<file path="src/rtl/inv_lane_arbiter_pkg.sv">
`default_nettype none
// ============================================================================
//  Module      : inv_lane_arbiter_pkg
//  Description : Shared FSM state and operation encodings for the arbiter.
//  Revision    : 1.0  initial release
// ============================================================================
package inv_lane_arbiter_pkg;

    typedef enum logic [1:0] {
        ST_IDLE = 2'd0,
        ST_EXEC = 2'd1,
        ST_RESP = 2'd2
    } state_t;

    localparam logic OP_PASS = 1'b0;
    localparam logic OP_INV  = 1'b1;

endpackage
`default_nettype wire

</file>
<file path="src/rtl/inv_rr_pick.sv">
`default_nettype none
// ============================================================================
//  Module      : inv_rr_pick
//  Description : Combinational round-robin picker; searches upward from
//                last_grant+1 with wrap. Lock hint honoured when
//                INV_ARB_LOCK_EN is defined.
//  Revision    : 1.0  initial release
// ============================================================================
module inv_rr_pick
    import inv_lane_arbiter_pkg::*;
#(
    parameter int N_REQ = 4,
    parameter int IDW   = $clog2(N_REQ)
) (
    input  logic [N_REQ-1:0] i_valid,
    input  logic [IDW-1:0]   i_last_grant,
`ifdef INV_ARB_LOCK_EN
    input  logic             i_lock_hint,
`endif
    output logic [IDW-1:0]   o_grant,
    output logic             o_any_valid
);

    logic [IDW-1:0] w_pos;

    always_comb begin
        o_grant     = '0;
        o_any_valid = 1'b0;
        w_pos       = '0;
        // Walk from farthest to nearest so the nearest valid index wins.
        for (int k = N_REQ; k >= 1; k--) begin
            w_pos = IDW'((int'(i_last_grant) + k) % N_REQ);
            if (i_valid[w_pos]) begin
                o_grant     = w_pos;
                o_any_valid = 1'b1;
            end
        end
`ifdef INV_ARB_LOCK_EN
        if (i_lock_hint && i_valid[i_last_grant]) begin
            o_grant = i_last_grant;
        end
`endif
    end

endmodule
`default_nettype wire

</file>
<file path="src/rtl/inv_lane_arbiter.sv">
`default_nettype none
// ============================================================================
//  Module      : inv_lane_arbiter
//  Description : Round-robin arbiter sharing one registered invert/pass lane
//                among N_REQ requesters (accept -> exec -> respond).
//                Optional feature macro: INV_ARB_LOCK_EN (adds req_lock).
//  Revision    : 1.0  initial release
// ============================================================================
module inv_lane_arbiter
    import inv_lane_arbiter_pkg::*;
#(
    parameter int N_REQ = 4,
    parameter int DW    = 8,
    parameter int IDW   = $clog2(N_REQ)
) (
    input  logic                clk,
    input  logic                rst_n,
    input  logic [N_REQ-1:0]    req_valid,
    output logic [N_REQ-1:0]    req_ready,
    input  logic [N_REQ*DW-1:0] req_data,
    input  logic [N_REQ-1:0]    req_op,
`ifdef INV_ARB_LOCK_EN
    input  logic [N_REQ-1:0]    req_lock,
`endif
    output logic                rsp_valid,
    input  logic                rsp_ready,
    output logic [DW-1:0]       rsp_data,
    output logic [IDW-1:0]      rsp_id,
    output logic                busy
);

    state_t         r_state;
    state_t         w_state_nxt;
    logic [IDW-1:0] r_last_grant;
    logic [IDW-1:0] r_grant;
    logic [IDW-1:0] w_pick;
    logic           w_any;
    logic           w_accept;
    logic [DW-1:0]  r_operand;
    logic [DW-1:0]  r_result;
    logic           r_op;
`ifdef INV_ARB_LOCK_EN
    logic           r_lock;
`endif

    inv_rr_pick #(
        .N_REQ (N_REQ),
        .IDW   (IDW)
    ) u_pick (
        .i_valid      (req_valid),
        .i_last_grant (r_last_grant),
`ifdef INV_ARB_LOCK_EN
        .i_lock_hint  (r_lock),
`endif
        .o_grant      (w_pick),
        .o_any_valid  (w_any)
    );

    // Accept is masked during reset so req_ready stays low while rst_n is low.
    always_comb begin
        w_state_nxt = r_state;
        w_accept    = 1'b0;
        req_ready   = '0;
        case (r_state)
            ST_IDLE: begin
                if (w_any && rst_n) begin
                    w_accept          = 1'b1;
                    req_ready[w_pick] = 1'b1;
                    w_state_nxt       = ST_EXEC;
                end
            end
            ST_EXEC: w_state_nxt = ST_RESP;
            ST_RESP: begin
                if (rsp_ready) begin
                    w_state_nxt = ST_IDLE;
                end
            end
            default: w_state_nxt = ST_IDLE;
        endcase
    end

    always_ff @(posedge clk) begin
        if (!rst_n) begin
            r_state      <= ST_IDLE;
            r_last_grant <= IDW'(N_REQ - 1);
            r_grant      <= '0;
            r_operand    <= '0;
            r_op         <= OP_PASS;
            r_result     <= '0;
`ifdef INV_ARB_LOCK_EN
            r_lock       <= 1'b0;
`endif
        end else begin
            r_state <= w_state_nxt;
            if (w_accept) begin
                r_grant   <= w_pick;
                r_operand <= req_data[w_pick*DW +: DW];
                r_op      <= req_op[w_pick];
`ifdef INV_ARB_LOCK_EN
                r_lock    <= req_lock[w_pick];
`endif
            end
            if (r_state == ST_EXEC) begin
                case (r_op)
                    OP_PASS: r_result <= r_operand;
                    default: r_result <= ~r_operand;
                endcase
            end
            if ((r_state == ST_RESP) && rsp_ready) begin
                r_last_grant <= r_grant;
            end
        end
    end

    assign rsp_valid = (r_state == ST_RESP);
    assign rsp_data  = r_result;
    assign rsp_id    = r_grant;
    assign busy      = (r_state != ST_IDLE);

endmodule
`default_nettype wire

</file>
<file path="config.mk">
export PLATFORM = sky130hd
export DESIGN_NAME = inv_lane_arbiter
export DESIGN_NICKNAME = d
export VERILOG_FILES = /design/src/rtl/inv_lane_arbiter_pkg.sv /design/src/rtl/inv_rr_pick.sv /design/src/rtl/inv_lane_arbiter.sv
export SDC_FILE = /design/constraint.sdc
export NUM_CORES = 1
export LEC_CHECK = 0
export ABC_AREA = 1
export BUFFER_PORTS_ARGS = -buffer_cell sky130_fd_sc_hd__buf_2
export CORE_MARGIN = 2
export CORE_UTILIZATION = 52
export CTS_CLUSTER_DIAMETER = 200
export CTS_CLUSTER_SIZE = 24
export DETAILED_ROUTE_END_ITERATION = 10
export PLACE_DENSITY_LB_ADDON = 0.15
export SETUP_SLACK_MARGIN = 0.15
export SLEW_MARGIN = 20
export SYNTH_ARGS = -nofsm -noshare
export SYNTH_HDL_FRONTEND = slang
export SYNTH_SLANG_ARGS = --single-unit
</file>
<file path="constraint.sdc">
create_clock -name clk -period 2.9 [get_ports clk]
set_input_delay 0.58 -clock clk [delete_from_list [all_inputs] [get_ports clk]]
set_output_delay 0.58 -clock clk [all_outputs]
set_load 0.05 [all_outputs]
</file>
After elaboration in Yosys (flattened, before gate mapping):

Index checks and enable logic that the tools add are counted.

* word-level logic and storage cells: 56
* input port bits: 43
* output and inout bits: 16
* flip-flop bits (word level): 23

* magnitude comparators: 6
* mux-type cells: 28
* add/sub/neg operators: 4
* bitwise gates (word level): 1
* eq/ne operators: 4
* shifts and indexed selects: 1
* reductions and logical operators: 6

Operators with widths (number)
* variable part select 32 x 6 -> 8 bit: 1
* < comparator 2 x 3 -> 1 bit (second input constant): 5
* two-way mux 1 bit: 12
* two-way mux 2 bit: 6
* binary-select mux 1 bit (select 2 bit): 5
* two-way mux 4 bit: 2
* two-way mux 8 bit: 1
* inverter 8 bit: 1
* case mux 2 bit (3 select lines): 1
* adder 2 x 1 -> 2 bit (second input constant): 2
* adder 2 bit (second input constant): 2
* logical AND 1 bit: 3
* demux 1 bit (select 2 bit): 1
* equality test 2 x 1 -> 1 bit (second input constant): 1
* equality test 2 bit (second input constant): 1
* greater-or-equal comparator 2 x 1 -> 1 bit (second input constant): 1
* logical NOT 2 bit: 1
* != test 2 x 1 -> 1 bit (second input constant): 1
* != test 2 bit (second input constant): 1
* AND reduction 2 bit: 1
* nonzero test 2 bit: 1

Logic depth before layout (Yosys ltp):

* depth after elaboration: 13
* gate-level depth with buffers: 16
* gate-level depth less buffers: 14

Hierarchy:

From an unflattened synthesis, not the netlist that was laid out.

* cell total of the unflattened synthesis: 254
* area, all modules: 1554.0 sq um

Modules (own cells, without submodules)
* inv_lane_arbiter: sequential area each 460.4 sq um, instances 1, area an instance 1327.5 sq um, cells an instance 205
* inv_rr_pick: sequential area each 0.0 sq um, instances 1, area an instance 226.5 sq um, cells an instance 49

Least setup slack after synthesis:

OpenSTA, ideal clock, no wires.

* kind: input port to output port
* start point: input port req_valid[1]
* end point: output port req_ready[0]
* setup slack: 0.240 ns
* buffers on the path: 1
* arrival time: 2.080 ns
* data required time: 2.320 ns
* stages: 13
* path through: inv_1 -> nand2_1 -> nand3_1 -> nand2_1 -> inv_1 -> nand2_2 -> nand2_2 -> nand2_4 -> nand2_4 -> inv_2 -> buf_6 -> nand2_1 -> nor2_1

* longest elaborated chain between the ends: 12
* elaborated cells on any way between the ends: 24
* classes of those cells: order compare: 2; mux: 20; reduce/logical: 2

Ends and longest elaborated chain
* start: declaration: RTL line inv_lane_arbiter.sv:18 `input logic [N_REQ-1:0] req_valid,`
* binary-select mux 1 bit (select 2 bit): RTL line inv_rr_pick.sv:33 `if (i_valid[w_pos]) begin`
* two-way mux 1 bit (not written as such): RTL line inv_rr_pick.sv:33
* two-way mux 2 bit (4 in a row): RTL line inv_rr_pick.sv:33
* < comparator 2 x 3 -> 1 bit (not written as such) or greater-or-equal comparator 2 x 1 -> 1 bit (tied branches): RTL line inv_lane_arbiter.sv:68 `req_ready[w_pick] = 1'b1;`
* logical AND 1 bit (not written as such): RTL line inv_lane_arbiter.sv:68
* two-way mux 1 bit (not written as such): RTL line inv_lane_arbiter.sv:68
* demux 1 bit (select 2 bit): RTL line inv_lane_arbiter.sv:68
* two-way mux 4 bit *: RTL line inv_lane_arbiter.sv:66 `if (w_any && rst_n) begin`
* two-way mux 4 bit *: RTL line inv_lane_arbiter.sv:64 `case (r_state)`
* end: declaration: RTL line inv_lane_arbiter.sv:19 `output logic [N_REQ-1:0] req_ready,`

Every way passes the cells marked *; elsewhere a longest branch is shown, timed or not. The select of a mux whose other input is x is not followed.

Worst setup path after layout:

* start point: register r_last_grant[0]
* end point: output port req_ready[3]

* longest elaborated chain between the ends: 13
* elaborated cells on any way between the ends: 28
* classes of those cells: add/sub: 4; order compare: 2; mux: 20; reduce/logical: 2

Ends and longest elaborated chain
* start: declaration: RTL line inv_lane_arbiter.sv:34 `logic [IDW-1:0] r_last_grant;`
* start signal: assignment: RTL line inv_lane_arbiter.sv:85 `r_last_grant <= IDW'(N_REQ - 1);`
* start signal: assignment: RTL line inv_lane_arbiter.sv:110 `r_last_grant <= r_grant;`
* adder 2 x 1 -> 2 bit: RTL line inv_rr_pick.sv:32 `w_pos = IDW'((int'(i_last_grant) + k) % N_REQ);`
* binary-select mux 1 bit (select 2 bit): RTL line inv_rr_pick.sv:33
* two-way mux 1 bit (not written as such): RTL line inv_rr_pick.sv:33
* two-way mux 2 bit (4 in a row): RTL line inv_rr_pick.sv:33
* < comparator 2 x 3 -> 1 bit (not written as such) or greater-or-equal comparator 2 x 1 -> 1 bit (tied branches): RTL line inv_lane_arbiter.sv:68
* logical AND 1 bit (not written as such): RTL line inv_lane_arbiter.sv:68
* two-way mux 1 bit (not written as such): RTL line inv_lane_arbiter.sv:68
* demux 1 bit (select 2 bit): RTL line inv_lane_arbiter.sv:68
* two-way mux 4 bit *: RTL line inv_lane_arbiter.sv:66
* two-way mux 4 bit *: RTL line inv_lane_arbiter.sv:64

Marked as above.

==> run summary <==
Max Cap Viol - 0
Post-DP HPWL - 2580 um
Yosys top cell by area - dfxtp_1
syn nets - 278
vias in the first global route - 1,428
DR vias - 1,604
Rows - 19
max incr delay on CP - 390 ps
Hold-fix buffers, CTS - 0
Total Wirelength - 3390 um
Max IR drop VDD - 0.000506 V
Slew Limit Fails - 0
clock group share of total power - 0.135
worst-margin pin slew - 433 ps
# fillers - 283
Vias/cell - 4.91
status - completed
most common cell in the netlist - nand2_1
# IOs - 59
Final ANT Viol Nets - 0
Post-Synthesis Cells - 235
initial core utilization - 0.549
Sw Ratio - 0.430
Pint - 0.000607 W
Ys Warns - 0
die height - 58.2 um
area delta synth->final - 25.7%
most instantiated cells after synthesis - 69 x nand2_1, 41 x nand3_1, 23 x dfxtp_1, 23 x inv_1, 17 x nor2_1
DR pass1 iterations - 4
H-tree lvl count - 1
share of cells above drive strength 1 - 0.328
max_slew headroom - 0.711
period utilization - 0.895
routed wire length per instance - 10.4 um
synth top area cells - dfxtp_1 30%, nand2_1 17%, nand3_1 13%
RSZ-0062 raised after global routing - no
# DRC - 0
Total Routing Usage GR - 0.213
Multi-input gate area - 903 um^2
Pwr Density - 554 nW/um^2
Clock Path Buffers - 2
fin crit period - 2600 ps
crit-path max FO - 15
min-delay worst type - reg -> reg
Final GP Congestion - 0.841
gr ovfl total - 0
register area share after synthesis - 0.301
Die Area - 3390 um^2
Setup Skew - 4.06 ps
register area - 464 um^2
cells along the critical path - clkbuf_2, o21ai_2, nand2_1, nand2_1, inv_2, nand2_2, nand2_8, nand2_4, inv_4, nor2_1, buf_4
DR iter-0 viols - 70
PortBufs - 58
slowest CP cell - dfxtp_4
setup_tns - 0 ps
CP most frequent cell - nand2_1
fin nets - 340
Sink Count - 23
Synth async-reset ratio - 0
Synth Area per Inst - 6.50 um^2
die width - 58.2 um
initial antenna violation count - 0
Flop pwr share - 0.385
first-pass GRT wire length - 5730 um
post-place instance area - 1810 um^2
Post-synth EDFFs - 0
fmax - 385 MHz
Comb power frac - 0.480
largest net degree at the start of global routing - 20
Worst Path Arrival - 2020 ps
top cell type's share of synthesized area - 0.301
flops & latches, synth - 23
number of CTS-inserted buffers - 3
# diodes - 0
endpoints failing setup - 0
CP Launch Type - register
Worst-Skew Late Latency - 310 ps
CTS root buffer - clkbuf_4
Mapped Area - 1530 um^2
CP Capture Type - primary output
library cells used by synthesis - 26
Synth Flop Type - dfxtp_1
Worst-path clk slew - 120 ps
endpoints failing hold - 0
crit path kind - reg -> out
Sw Pwr - 0.000457 W
CTS tree - yes
Leak Pwr - 1.05 nW
Critical Path RT - 2320 ps
Core Area - 2780 um^2
Final Cell Area - 1920 um^2
[stage by stage]
step	setup slack, ps	std cells	hold slack (ps)	total power (W)	util
floorplan	240	235	460	0.000800	-
global placement	344	317	478	0.000890	0.650
detailed placement	315	317	483	0.000894	0.650
CTS	189	321	499	0.00104	0.661
global route	125	327	526	0.00114	0.691
finish	304	327	496	0.00106	0.691
[area by class of cell]
| class | count | area share |
|---|---|---|
| Tap cell | 31 | 0.0202 |
| Sequential cell | 23 | 0.242 |
| Clock buffer | 4 | 0.0137 |
| Inverter | 28 | 0.0599 |
| Timing Repair Buffer | 67 | 0.194 |
| Multi-Input combinational cell | 174 | 0.470 |
[what timing repair did]
action / CTS / global route
endpoints found under the setup margin: 4 / 4
pin swaps: 0 / 2
resized for setup: 3 / 12
setup buffers: 0 / 6
[cell families after synthesis]
group | after synthesis | synth area share
buffers and inverters | 38 | 0.121
DFF | 23 | 0.301
AOI/OAI and AO/OA | 22 | 0.0794
and+or+nand+nor | 144 | 0.452
xor gates and xnor gates | 8 | 0.0459
[per-layer routing]
layer  track usage  share of wire  vias up
met5             0              0        -
met4        0.0698          0.012        0
met3        0.0379          0.060        5
met2         0.364           0.45       55
met1         0.272           0.47      676
li1              -              -      868
[power groups by stage]
stage	registers, W	logic [W]	clock network, W
CTS	0.000412	0.000479	0.000147
global route	0.000418	0.000563	0.000160
floorplan	0.000477	0.000323	0
detailed placement	0.000420	0.000475	0
finish	0.000410	0.000510	0.000144
global placement	0.000419	0.000471	0
[critical path, delay by kind of cell, from the launching register on]
kind            cells  cell delay [ps]
flops               1              390
buf+inv             4              460
compound gates      1              200
simple gates        6              640
[registers in the layout (all words and copies together), names as in the netlist]
register      flops
r_last_grant      2
r_op              1
r_operand         8
rsp_data          8
r_state           2
rsp_id            2
[worst paths after layout]
check / startpoint / endpoint / slack [ps] / depth (start not counted)
worst min-delay path: r_operand[4]$_SDFFE_PN0P_ / r_operand[4]$_SDFFE_PN0P_ / 500 / 2
worst min register to register: r_operand[4]$_SDFFE_PN0P_ / r_operand[4]$_SDFFE_PN0P_ / 500 / 2
worst max-delay path: r_last_grant[0]$_SDFFE_PN1P_ / req_ready[3] / 300 / 11
worst max register to register: r_last_grant[0]$_SDFFE_PN1P_ / r_op$_SDFFE_PN0P_ / 1020 / 14
[cell usage in the layout (no fill, tap or decap), types with 4 or more instances in the layout]
| cell | Yosys | routed |
|---|---|---|
| nand2_2 | 7 | 7 |
| buf_2 | 1 | 54 |
| dfxtp_1 | 23 | 22 |
| nand3_1 | 41 | 41 |
| nor2_1 | 17 | 15 |
| clkbuf_4 | 0 | 4 |
| inv_1 | 23 | 23 |
| nand2_1 | 69 | 68 |
| a21oi_1 | 9 | 9 |
| buf_4 | 1 | 9 |
| o21ai_0 | 9 | 9 |
| xnor2_1 | 8 | 8 |
(Power assumes the default switching activity.)
